File: src/rtl/goldschmidt_ctrl.sv
// Control FSM for the Goldschmidt divider: sequences IA scaling, K updates and
// refinement multiplies, each multiply split into a select-settle and a load cycle.
module goldschmidt_ctrl #(
    parameter int ITERS = 3
) (
    input  logic       clk,
    input  logic       reset,
    input  logic       start,
    output logic       load_regN,
    output logic       load_regD,
    output logic       load_regK,
    output logic [1:0] sel_ND_mux,
    output logic       sel_K_mux,
    output logic       busy,
    output logic       done,
    output logic [3:0] iter,
    output logic [2:0] dbg_state
);

    typedef enum logic [2:0] {
        S_IDLE     = 3'd0,
        S_SCALE_SU = 3'd1,
        S_SCALE_LD = 3'd2,
        S_K_LD     = 3'd3,
        S_ITER_SU  = 3'd4,
        S_ITER_LD  = 3'd5,
        S_DONE     = 3'd6
    } state_t;

    localparam logic [3:0] LP_LAST = 4'(ITERS - 1);

    state_t     r_state;
    state_t     w_next;
    logic       r_load_n;
    logic       r_load_d;
    logic       r_load_k;
    logic [1:0] r_sel_nd;
    logic       r_sel_k;
    logic       r_busy;
    logic       r_done;
    logic [3:0] r_iter;

    always_comb begin
        w_next = r_state;
        case (r_state)
            S_IDLE:     if (start) w_next = S_SCALE_SU;
            S_SCALE_SU: w_next = S_SCALE_LD;
            S_SCALE_LD: w_next = S_K_LD;
            S_K_LD:     w_next = S_ITER_SU;
            S_ITER_SU:  w_next = S_ITER_LD;
            S_ITER_LD:  w_next = (r_iter == LP_LAST) ? S_DONE : S_K_LD;
            S_DONE:     w_next = start ? S_SCALE_SU : S_IDLE;
            default:    w_next = S_IDLE;
        endcase
    end

    // Outputs are registered from the next state so each one is a pure
    // function of the state register in the cycle it is visible.
    always_ff @(posedge clk or negedge reset) begin
        if (!reset) begin
            r_state  <= S_IDLE;
            r_load_n <= 1'b0;
            r_load_d <= 1'b0;
            r_load_k <= 1'b0;
            r_sel_nd <= 2'b00;
            r_sel_k  <= 1'b0;
            r_busy   <= 1'b0;
            r_done   <= 1'b0;
            r_iter   <= 4'd0;
        end else begin
            r_state  <= w_next;
            r_load_n <= 1'b0;
            r_load_d <= 1'b0;
            r_load_k <= 1'b0;
            r_sel_nd <= 2'b00;
            r_sel_k  <= 1'b0;
            r_busy   <= 1'b0;
            r_done   <= 1'b0;
            case (w_next)
                S_SCALE_SU: begin
                    r_sel_nd <= 2'b01;
                    r_busy   <= 1'b1;
                end
                S_SCALE_LD: begin
                    r_sel_nd <= 2'b01;
                    r_load_n <= 1'b1;
                    r_load_d <= 1'b1;
                    r_busy   <= 1'b1;
                end
                S_K_LD: begin
                    r_load_k <= 1'b1;
                    r_busy   <= 1'b1;
                end
                S_ITER_SU: begin
                    r_sel_nd <= 2'b10;
                    r_sel_k  <= 1'b1;
                    r_busy   <= 1'b1;
                end
                S_ITER_LD: begin
                    r_sel_nd <= 2'b10;
                    r_sel_k  <= 1'b1;
                    r_load_n <= 1'b1;
                    r_load_d <= 1'b1;
                    r_busy   <= 1'b1;
                end
                S_DONE:  r_done <= 1'b1;
                default: ;
            endcase
            if (w_next == S_SCALE_SU) begin
                r_iter <= 4'd0;
            end else if (r_state == S_ITER_LD) begin
                r_iter <= r_iter + 4'd1;
            end
        end
    end

    assign load_regN  = r_load_n;
    assign load_regD  = r_load_d;
    assign load_regK  = r_load_k;
    assign sel_ND_mux = r_sel_nd;
    assign sel_K_mux  = r_sel_k;
    assign busy       = r_busy;
    assign done       = r_done;
    assign iter       = r_iter;
    assign dbg_state  = r_state;

endmodule
File: config.mk
export PLATFORM = sky130hd
export DESIGN_NAME = goldschmidt_ctrl
export DESIGN_NICKNAME = d
export VERILOG_FILES = /design/src/rtl/goldschmidt_ctrl.sv
export SDC_FILE = /design/constraint.sdc
export NUM_CORES = 1
export LEC_CHECK = 0
export ABC_AREA = 1
export CORE_ASPECT_RATIO = 1.4
export CORE_UTILIZATION = 35
export CTS_CLUSTER_SIZE = 30
export DETAILED_ROUTE_END_ITERATION = 7
export PLACE_DENSITY_LB_ADDON = 0.2
export SYNTH_ARGS = -nofsm -noshare
export SYNTH_HDL_FRONTEND = slang
export SYNTH_SLANG_ARGS = --single-unit
export TNS_END_PERCENT = 10
File: constraint.sdc
create_clock -name clk -period 1.5 [get_ports clk]
set_clock_uncertainty 0.2 [all_clocks]
set_input_delay 0.3 -clock clk [delete_from_list [all_inputs] [get_ports clk]]
set_output_delay 0.3 -clock clk [all_outputs]
set_load 0.01 [all_outputs]
==> summary.md, run 1 <==
• 3.92% — adder-cell area share of the yosys netlist
• 80 ps — CTS clk-pin slew, worst paths
• 1 — number of H-tree branching levels
• 2 — highest fanout seen on the critical path
• 50 ps — slack of the worst reg-to-reg path
• 23.8% — layout cells sized above 1
• 0.533 nW — Leak Pwr
• 514 — via count of the first global-routing pass
• 0 — number of antenna repair diodes
• 4.70 — routed vias/inst
• 0 — number of endpoints failing setup at the final stage
• 15 — pin count of the biggest net entering global routing
• 47.5% — Layout Area Growth over Synthesis
• 0.741 — final RePlAce weighted congestion
• 0 — synth warn
• 0.687 GHz — highest clock rate
• dbg_state[1] — startpoint of the worst register-to-register path
• 71 — Post-Synthesis Cells
• 38.1 µm — die span in x
• 258 µm² — area used by multi-input combinational logic
• 916 µm — placed wire-length estimate after detailed placement
• finished clean — result of the run
• dlygate4sd2_1 — cell breakdown of the critical path
• 564 — overall via count from detail_route
• 14 — register bit count reported by yosys
• flop to output port — crit path kind
• sky130_fd_sc_hd__nand2_1 — commonest non-fill, non-tap cell in the layout
• 0 — max-slew violations
• 85.9% — Relative slew margins
• 26.5% — synthesized-area fraction occupied by and/or/nand/nor cells
• 0 — Final Hold Viols
• 39.0% — initial standard-cell utilization of the core
• sky130_fd_sc_hd__clkbuf_4 — library cell used as clock root buffer
• 888 µm² — placed standard-cell area
• load_regK — worst reg2reg path endpoint
• 2.55% — met3 track utilization from global routing
• 17 — port buffer count
• 116 ps — worst hold-check slack
• 115 — post-placement cell count
• 18 — number of ports placed on the die boundary
• 960 ps — WP data arrival
• 2100 µm — first-pass GRT wire length
• 0 — number of remaining DRC errors
• 14 — # clock sinks
• 3 — total clock buffers created by CTS
• 97.1% — final worst-path cycle share
• 4 — number of optimization iterations in the first detailed-route pass
• 1000 ps — endpoint required time on the critical path
• 1460 ps — min Tclk post-route
• sky130_fd_sc_hd__nand2_1 (18), sky130_fd_sc_hd__dfrtp_1 (14), sky130_fd_sc_hd__dlygate4sd2_1 (14) — highest-count cells in the layout ignoring fill and taps
• 153 — fill count
• flip-flops — cell family with most CP delay
• 1 — number of buffer and inverter stages on the critical path
• met2 — GR peak layer
• 3.14% — Compound-Gate Fraction of Synth Area
• 2.75% — xor/xnor cell area share of the yosys netlist
• 16 — number of distinct library cell variants in the gate-level netlist after synthesis
• 52.5 µm — chip height
• true — unrepaired setup endpoints after global routing
• 1640 µm² — placeable core region
• 0.000661 V — peak supply drop
• 13 — number of DRC markers in iteration 0
• 17 — number of cell rows
• simple AND/OR/NAND/NOR gates — combinational family with the most area after synthesis
• 7 — worst reg-to-reg path cell count
• built — CTS tree
• 350 µm² — storage element area
• 0 — initial antenna violation count
• 24.9% — global-route met2 utilization
• 2 — buffer depth of the longest clock path
• 0 — max_cap viols
• 76 — net count after synthesis
• 0 — Hold Buf Count CTS
• 390 ps — Largest stage delay, worst path
• 0 ps — Setup TNS Final
• 120 — number of standard cells in the final layout excluding fillers
• output port — crit end category
• 8.99 µm² — Post-Synthesis Mean Instance Area
• 0 — number of antenna-violating nets in the routed design
• 18.3% — global routing usage on met1
• 15.7% — total global routing track utilization
• 0% — mux contribution to synthesized area
• 54.9% — sequential element share of the synthesized area
• 941 µm² — Final Instance Area
• 2000 µm² — die area
• 212 ps — Least-Margin Pin Slew
• 0 — leftover overflow at the end of global routing
• 107 — final net count
• input port to async pin — worst hold path type
• 1270 µm — routed wire length
• 10.6 µm — mean routed wirelength per cell
• sky130_fd_sc_hd__dfrtp_1 — cell with the largest stage delay on the worst path
• 1270 nW/µm² — P per Cell Area
• 280 ps — clock insertion delay at the later pin of the skew report
• flop — startpoint type of the worst setup path
• 638 µm² — synthesized cell area
[stage by stage]
| step | util, % | power, mW | setup slack, ps |
|---|---|---|---|
| after floorplan | - | 0.716 | 177 |
| final | 57.4 | 1.20 | 43.9 |
| after CTS | 55.8 | 1.18 | 16.6 |
| after global placement | 54.2 | 0.929 | 86.8 |
| after global routing | 57.4 | 1.28 | -6.06 |
| after detailed placement | 54.2 | 0.938 | 64.0 |
[worst max path at each step]
stage                 start            to  slack, ps  depth (start not counted)
2_1_floorplan       iter[0]     load_regK        180                          6
3_3_place_gp   dbg_state[1]  dbg_state[1]         90                          1
3_5_place_dp   dbg_state[1]  dbg_state[1]         60                          1
4_1_cts        dbg_state[1]     load_regK         20                          7
5_1_grt        dbg_state[1]     load_regK         -6                          7
6_report       dbg_state[0]  dbg_state[0]         40                          1
[metal layers]
| metal | wire (µm) | part of all wire (%) | vias up |
|---|---|---|---|
| met5 | 0 | 0 | - |
| li1 | - | - | 278 |
| met1 | 522 | 41 | 264 |
| met2 | 647 | 51 | 17 |
| met3 | 67 | 5.3 | 5 |
| met4 | 35 | 2.7 | 0 |
[report_power, final]
part | total [mW] | switching, mW | internal [mW]
combinational | 0.468 | 0.265 | 0.203
sequential | 0.463 | 0.0229 | 0.440
clock | 0.268 | 0.121 | 0.148
total | 1.20 | 0.409 | 0.791
[Yosys cell counts, drive strengths merged]
| cell type | number | share of area [%] |
|---|---|---|
| dfrtp | 14 | 55 |
| inv | 10 | 5.9 |
| nand3 | 6 | 6.3 |
| a21oi | 3 | 2.4 |
| buf | 2 | 2.9 |
| ha | 2 | 3.9 |
| o21ai | 1 | 0.78 |
| nand2 | 19 | 11 |
| xor2 | 2 | 2.7 |
| nor2 | 9 | 6.1 |
| nand4 | 2 | 2.0 |
| and2 | 1 | 0.98 |
[what timing repair did]
item	in CTS	in global routing
setup buffers	1	0
gates resized for setup	15	7
endpoints found under the setup margin	15	4
[flip-flops by register name (all words and copies together) (netlist names)]
signal,cells
sel_ND_mux,2
sel_K_mux,1
dbg_state,3
iter,4
busy,1
done,1
load_regD,1
load_regK,1
[cell type report]
| type | count | area share, % |
|---|---|---|
| multi-input cells | 45 | 27.4 |
| clock buffers | 4 | 3.86 |
| well taps | 19 | 2.53 |
| flip-flops and latches | 14 | 37.2 |
| inverters | 10 | 3.99 |
| repair buffers | 28 | 25.0 |
[logic make-up (layout without fill, tap and decap cells)]
group,count (synthesis),count (layout)
compound gates,4,4
fa+ha+maj,2,2
simple gates,37,37
flops,14,14
xor+xnor,2,2
buf+inv,12,42
Note: power is estimated with default switching activity, not from simulation.
==> inputs of run 2 (changes only) <==
Settings changed: CTS_BUF_LIST set to sky130_fd_sc_hd__clkbuf_16, MAX_ROUTING_LAYER set to met4, SETUP_SLACK_MARGIN set to 0.5.
==> run 2 against run 1 <==
Sequential power rose by 3%. Global-route usage rose by 4.5 points. Clock-buffer cell count is 1 lower. First-iteration DRC count fell by 54%. Largest power group unchanged.
==> summary.md, run 2 (synthesis gave the netlist of run 1 again) <==
• 17 — number of cell rows
• 353 µm² — storage element area
• 14 — # clock sinks
• 38.1 µm — die span in x
• sky130_fd_sc_hd__clkbuf_16 — library cell used as clock root buffer
• 0.581 nW — Leak Pwr
• built — CTS tree
• 4 — highest fanout seen on the critical path
• 17 — port buffer count
• 2000 µm² — die area
• 1700 µm — routed wire length
• 1350 ps — WP data arrival
• 0.711 GHz — highest clock rate
• 630 — overall via count from detail_route
• 93.8 ps — setup slack of the critical path after layout
• 0 — Hold Buf Count CTS
• 0 — initial antenna violation count
• met4 — top layer reached by signal wires
• 0 — number of remaining DRC errors
• 625 µm — wl on met1
• true — unrepaired setup endpoints after global routing
• 2 — buffer depth of the longest clock path
• 52.5 µm — chip height
• flop to flop — crit path kind
• 0 — max_cap viols
• 113 — fill count
• 13.6 µm — mean routed wirelength per cell
• sky130_fd_sc_hd__dfrtp_1 — commonest non-fill, non-tap cell in the layout
• 55 µm — met3 wire len
• 50.9% — layout cells sized above 1
• 379 µm² — area used by multi-input combinational logic
• 6 — number of DRC markers in iteration 0
• sky130_fd_sc_hd__dfrtp_1 (12), sky130_fd_sc_hd__buf_4 (11), sky130_fd_sc_hd__nand2_1 (10) — highest-count cells in the layout ignoring fill and taps
• 50 ps — CTS clk-pin slew, worst paths
• 0 — number of antenna-violating nets in the routed design
• 909 µm — placed wire-length estimate after detailed placement
• input port to async pin — worst hold path type
• 4 — number of flip-flops in the largest register
• 39.0% — initial standard-cell utilization of the core
• 233 ps — Least-Margin Pin Slew
• 15 — pin count of the biggest net entering global routing
• 1430 nW/µm² — P per Cell Area
• 0 — number of endpoints failing setup at the final stage
• 250 ps — clock insertion delay at the later pin of the skew report
• 2700 µm — first-pass GRT wire length
• 1440 ps — endpoint required time on the critical path
• buf_6 -> nor2_4 -> nand2_1 -> nand2_2 -> inv_2 -> nand3_4 -> and2_4 — cell breakdown of the critical path
• 0 — Final Hold Viols
• flop — crit end category
• simple AND/OR/NAND/NOR gates — cell family with most CP delay
• 15.9 ps — placement-stage worst setup slack
• 93.7% — final worst-path cycle share
• flop — startpoint type of the worst setup path
• 1640 µm² — placeable core region
• 0.000958 V — peak supply drop
• 71.5% — final core utilization
• 0 — leftover overflow at the end of global routing
• 410 ps — Largest stage delay, worst path
• 4 — number of optimization iterations in the first detailed-route pass
• 112 — final net count
• 2 — number of buffer and inverter stages on the critical path
• 0.860 — final RePlAce weighted congestion
• finished clean — result of the run
• 3 — total clock buffers created by CTS
• 20.2% — total global routing track utilization
• 1 — number of H-tree branching levels
• 0 — number of antenna repair diodes
• 979 µm — met2 layer wire length in the routed design
• 0 ps — Setup TNS Final
• 90 ps — slack of the worst reg-to-reg path
• 1410 ps — min Tclk post-route
• 18 — number of ports placed on the die boundary
• 606 — via count of the first global-routing pass
• 84.4% — Relative slew margins
• 0 — max-slew violations
• 5.04 — routed vias/inst
• 83.5% — Layout Area Growth over Synthesis
• sky130_fd_sc_hd__dfrtp_2 — cell with the largest stage delay on the worst path
-- run 2: changes by cell type in the layout (fill, tap and decap cells not counted), moves of 5 or more --
| cell | before | now |
|---|---|---|
| sky130_fd_sc_hd__buf_6 | 0 | 5 |
| sky130_fd_sc_hd__dlygate4sd2_1 | 14 | 0 |
| sky130_fd_sc_hd__clkdlybuf4s15_1 | 1 | 9 |
| sky130_fd_sc_hd__nand2_4 | 0 | 6 |
| sky130_fd_sc_hd__nand2_1 | 18 | 10 |
-- run 2: cell type report --
cell class / instances / area share (%)
flip-flops and latches: 14 / 30.1
multi-input cells: 45 / 32.4
well taps: 19 / 2.03
clock buffers: 3 / 6.41
inverters: 10 / 3.85
clock inverters: 1 / 0.321
repair buffers: 33 / 24.9
-- run 2: report_power, final --
| group | internal (mW) | leakage (nW) | total (mW) | switching, mW |
|---|---|---|---|---|
| logic | 0.317 | 0.366 | 0.694 | 0.378 |
| registers | 0.444 | 0.177 | 0.478 | 0.0342 |
| clock network | 0.352 | 0.0385 | 0.508 | 0.155 |
| total | 1.11 | 0.581 | 1.68 | 0.567 |
-- run 2: timing repair --
action                     CTS  global route
setup endpoints to repair   29            29
pin swaps                    9            10
setup buffers                7             2
gates resized for setup     71            13
-- run 2: per-layer routing --
layer  global-route usage, %  up-vias
met3                    2.55        5
met4                    10.7        0
met1                    20.5      306
met2                    36.2       24
met5                       -        -
li1                        -      295
-- run 2: per-stage QoR --
stage	total power [mW]	instance area (µm²)	instances	hold slack [ps]
6_report	1.68	1170	125	167
5_1_grt	1.76	1170	125	201
4_1_cts	1.57	1100	123	180
3_5_place_dp	0.922	867	112	399
3_3_place_gp	0.916	867	112	392
2_1_floorplan	0.719	639	71	-196
-- run 2: path summary, 6_finish.rpt --
check,cells after the start,endpoint,from
setup / recovery,7,load_regK,dbg_state[1]
hold / removal,2,dbg_state[0],reset
setup reg to reg,7,load_regK,dbg_state[1]
hold reg to reg,2,sel_ND_mux[1],dbg_state[2]
max in group asynchronous,2,iter[0],reset
min in group clk,2,sel_ND_mux[1],dbg_state[2]
-- run 2: worst register-to-register path: stages (launching register included) --
cell	delay, ps
sky130_fd_sc_hd__dfrtp_2	410
sky130_fd_sc_hd__buf_6	160
sky130_fd_sc_hd__nor2_4	40
sky130_fd_sc_hd__nand2_1	110
sky130_fd_sc_hd__nand2_2	80
sky130_fd_sc_hd__inv_2	70
sky130_fd_sc_hd__nand3_4	70
sky130_fd_sc_hd__and2_4	150
==> inputs of run 3 (changes only) <==
Settings changed: GPL_TIMING_DRIVEN set to 0.
==> run 3 against run 2 <==
Die area did not move. Combinational power fell by 9.5%. Setup slack improved by 15 ps. Largest cell class is now registers. Maximum frequency rose by 1.1%. Hold slack improved by 86 ps. Sequential cell count did not move. Utilization fell by 4.1 points. Critical path type unchanged. Design area fell by 5.8%.
==> summary.md, run 3 (synthesis gave the netlist of run 1 again) <==
• 1390 ps — min Tclk post-route
• 899 µm — placed wire-length estimate after detailed placement
• sky130_fd_sc_hd__dfrtp_2 — cell with the largest stage delay on the worst path
• 620 — overall via count from detail_route
• 72.9% — Layout Area Growth over Synthesis
• 50 ps — CTS clk-pin slew, worst paths
• 2000 µm² — die area
• 57.8% — Relative slew margins
• 0 — number of remaining DRC errors
• 1670 µm — routed wire length
• 2500 µm — first-pass GRT wire length
• 0 — initial antenna violation count
• 1 — number of H-tree branching levels
• true — unrepaired setup endpoints after global routing
• 15 — pin count of the biggest net entering global routing
• inv_2 -> nand2_2 -> a21oi_2 -> nor2_2 -> nand2_1 -> nand2_1 — cell breakdown of the critical path
• 4 — number of flip-flops in the largest register
• 2 — buffer depth of the longest clock path
• 0 — max_cap viols
• 1100 µm² — Final Instance Area
• 0 — max-slew violations
• 17 — port buffer count
• 0.000941 V — peak supply drop
• 1310 ps — WP data arrival
• 5 — highest fanout seen on the critical path
• built — CTS tree
• 126 — number of standard cells in the final layout excluding fillers
• 0 ps — Setup TNS Final
• 1.62 mW — total power
• 1460 nW/µm² — P per Cell Area
• 0.570 nW — Leak Pwr
• 13.2 µm — mean routed wirelength per cell
• flop — crit end category
• 36.2% — global-route met2 utilization
• flop to flop — crit path kind
• 14 — number of DRC markers in iteration 0
• 0 — number of endpoints failing setup at the final stage
• 67.4% — final core utilization
• 4.92 — routed vias/inst
• sky130_fd_sc_hd__nand2_1 — CP dominant cell by count
• input port to async pin — worst hold path type
• 0 — Hold Buf Count CTS
• 53.3% — layout cells sized above 1
• 113 — final net count
• 631 ps — Least-Margin Pin Slew
• 39.0% — initial standard-cell utilization of the core
• finished clean — result of the run
• 0 — Final Hold Viols
• 833 µm² — placed standard-cell area
• 573 — via count of the first global-routing pass
• flop — startpoint type of the worst setup path
• 19.0% — total global routing track utilization
• 18 — number of ports placed on the die boundary
• 16.6% — global routing usage on met1
• 3.73 ps — placement-stage worst setup slack
• 107 — post-placement cell count
• 5.11% — met3 track utilization from global routing
• 109 ps — setup slack of the critical path after layout
• 0.719 GHz — highest clock rate
• 0 — leftover overflow at the end of global routing
• 1640 µm² — placeable core region
• 253 ps — worst hold-check slack
• 0 — number of antenna-violating nets in the routed design
• 17 — number of cell rows
• 38.1 µm — die span in x
• 3 — total clock buffers created by CTS
• 1420 ps — endpoint required time on the critical path
• sky130_fd_sc_hd__clkbuf_16 — library cell used as clock root buffer
• 4 — number of optimization iterations in the first detailed-route pass
• 92.8% — final worst-path cycle share
• 0 — number of antenna repair diodes
• 14 — # clock sinks
• 0.828 — final RePlAce weighted congestion
• 430 ps — Largest stage delay, worst path
• 52.5 µm — chip height
• 240 ps — clock insertion delay at the later pin of the skew report
• sky130_fd_sc_hd__nand2_1 (11), sky130_fd_sc_hd__dfrtp_1 (11), sky130_fd_sc_hd__buf_4 (10) — highest-count cells in the layout ignoring fill and taps
• met2 — GR peak layer
## run 3: cell type report
cell class	instances	area [µm²]
plain buffers	2	22.5
clock buffers	3	75.1
clock inverters	1	3.75
fillers	128	534
inverters	10	42.5
multi-input cells	45	319
flip-flops and latches	14	354
well taps	19	23.8
repair buffers	32	263
## run 3: repair_timing
item	4_1_cts	5_1_grt
endpoints found under the hold margin	0	0
pin swaps	8	9
endpoints found under the setup margin	43	43
buffers inserted	8	7
resized for setup	66	16
## run 3: worst paths after layout
| check | from | to | slack [ps] | depth (start not counted) |
|---|---|---|---|---|
| worst max-delay path | dbg_state[0] | busy | 110 | 6 |
| worst min-delay path | reset | sel_K_mux | 250 | 1 |
| worst max register to register | dbg_state[0] | busy | 110 | 6 |
| worst min register to register | dbg_state[2] | sel_ND_mux[1] | 440 | 2 |
| max in group asynchronous | reset | dbg_state[1] | 400 | 1 |
| min in group clk | dbg_state[2] | sel_ND_mux[1] | 440 | 2 |
## run 3: report_power, final
group          internal, mW  switching, mW
Combinational         0.298          0.330
Sequential            0.446         0.0420
Clock                 0.352          0.148
## run 3: critical path, delay by kind of cell, from the launching register on
kind | cells | cell delay [ps]
compound gates | 1 | 230
buf+inv | 1 | 100
flops | 1 | 430
simple gates | 4 | 300
## run 3: metal layers
layer  routed length [µm]  up-vias
met5                    0        -
li1                     -      290
met2                  949       26
met1                  582      298
met3                   87        6
met4                   47        0
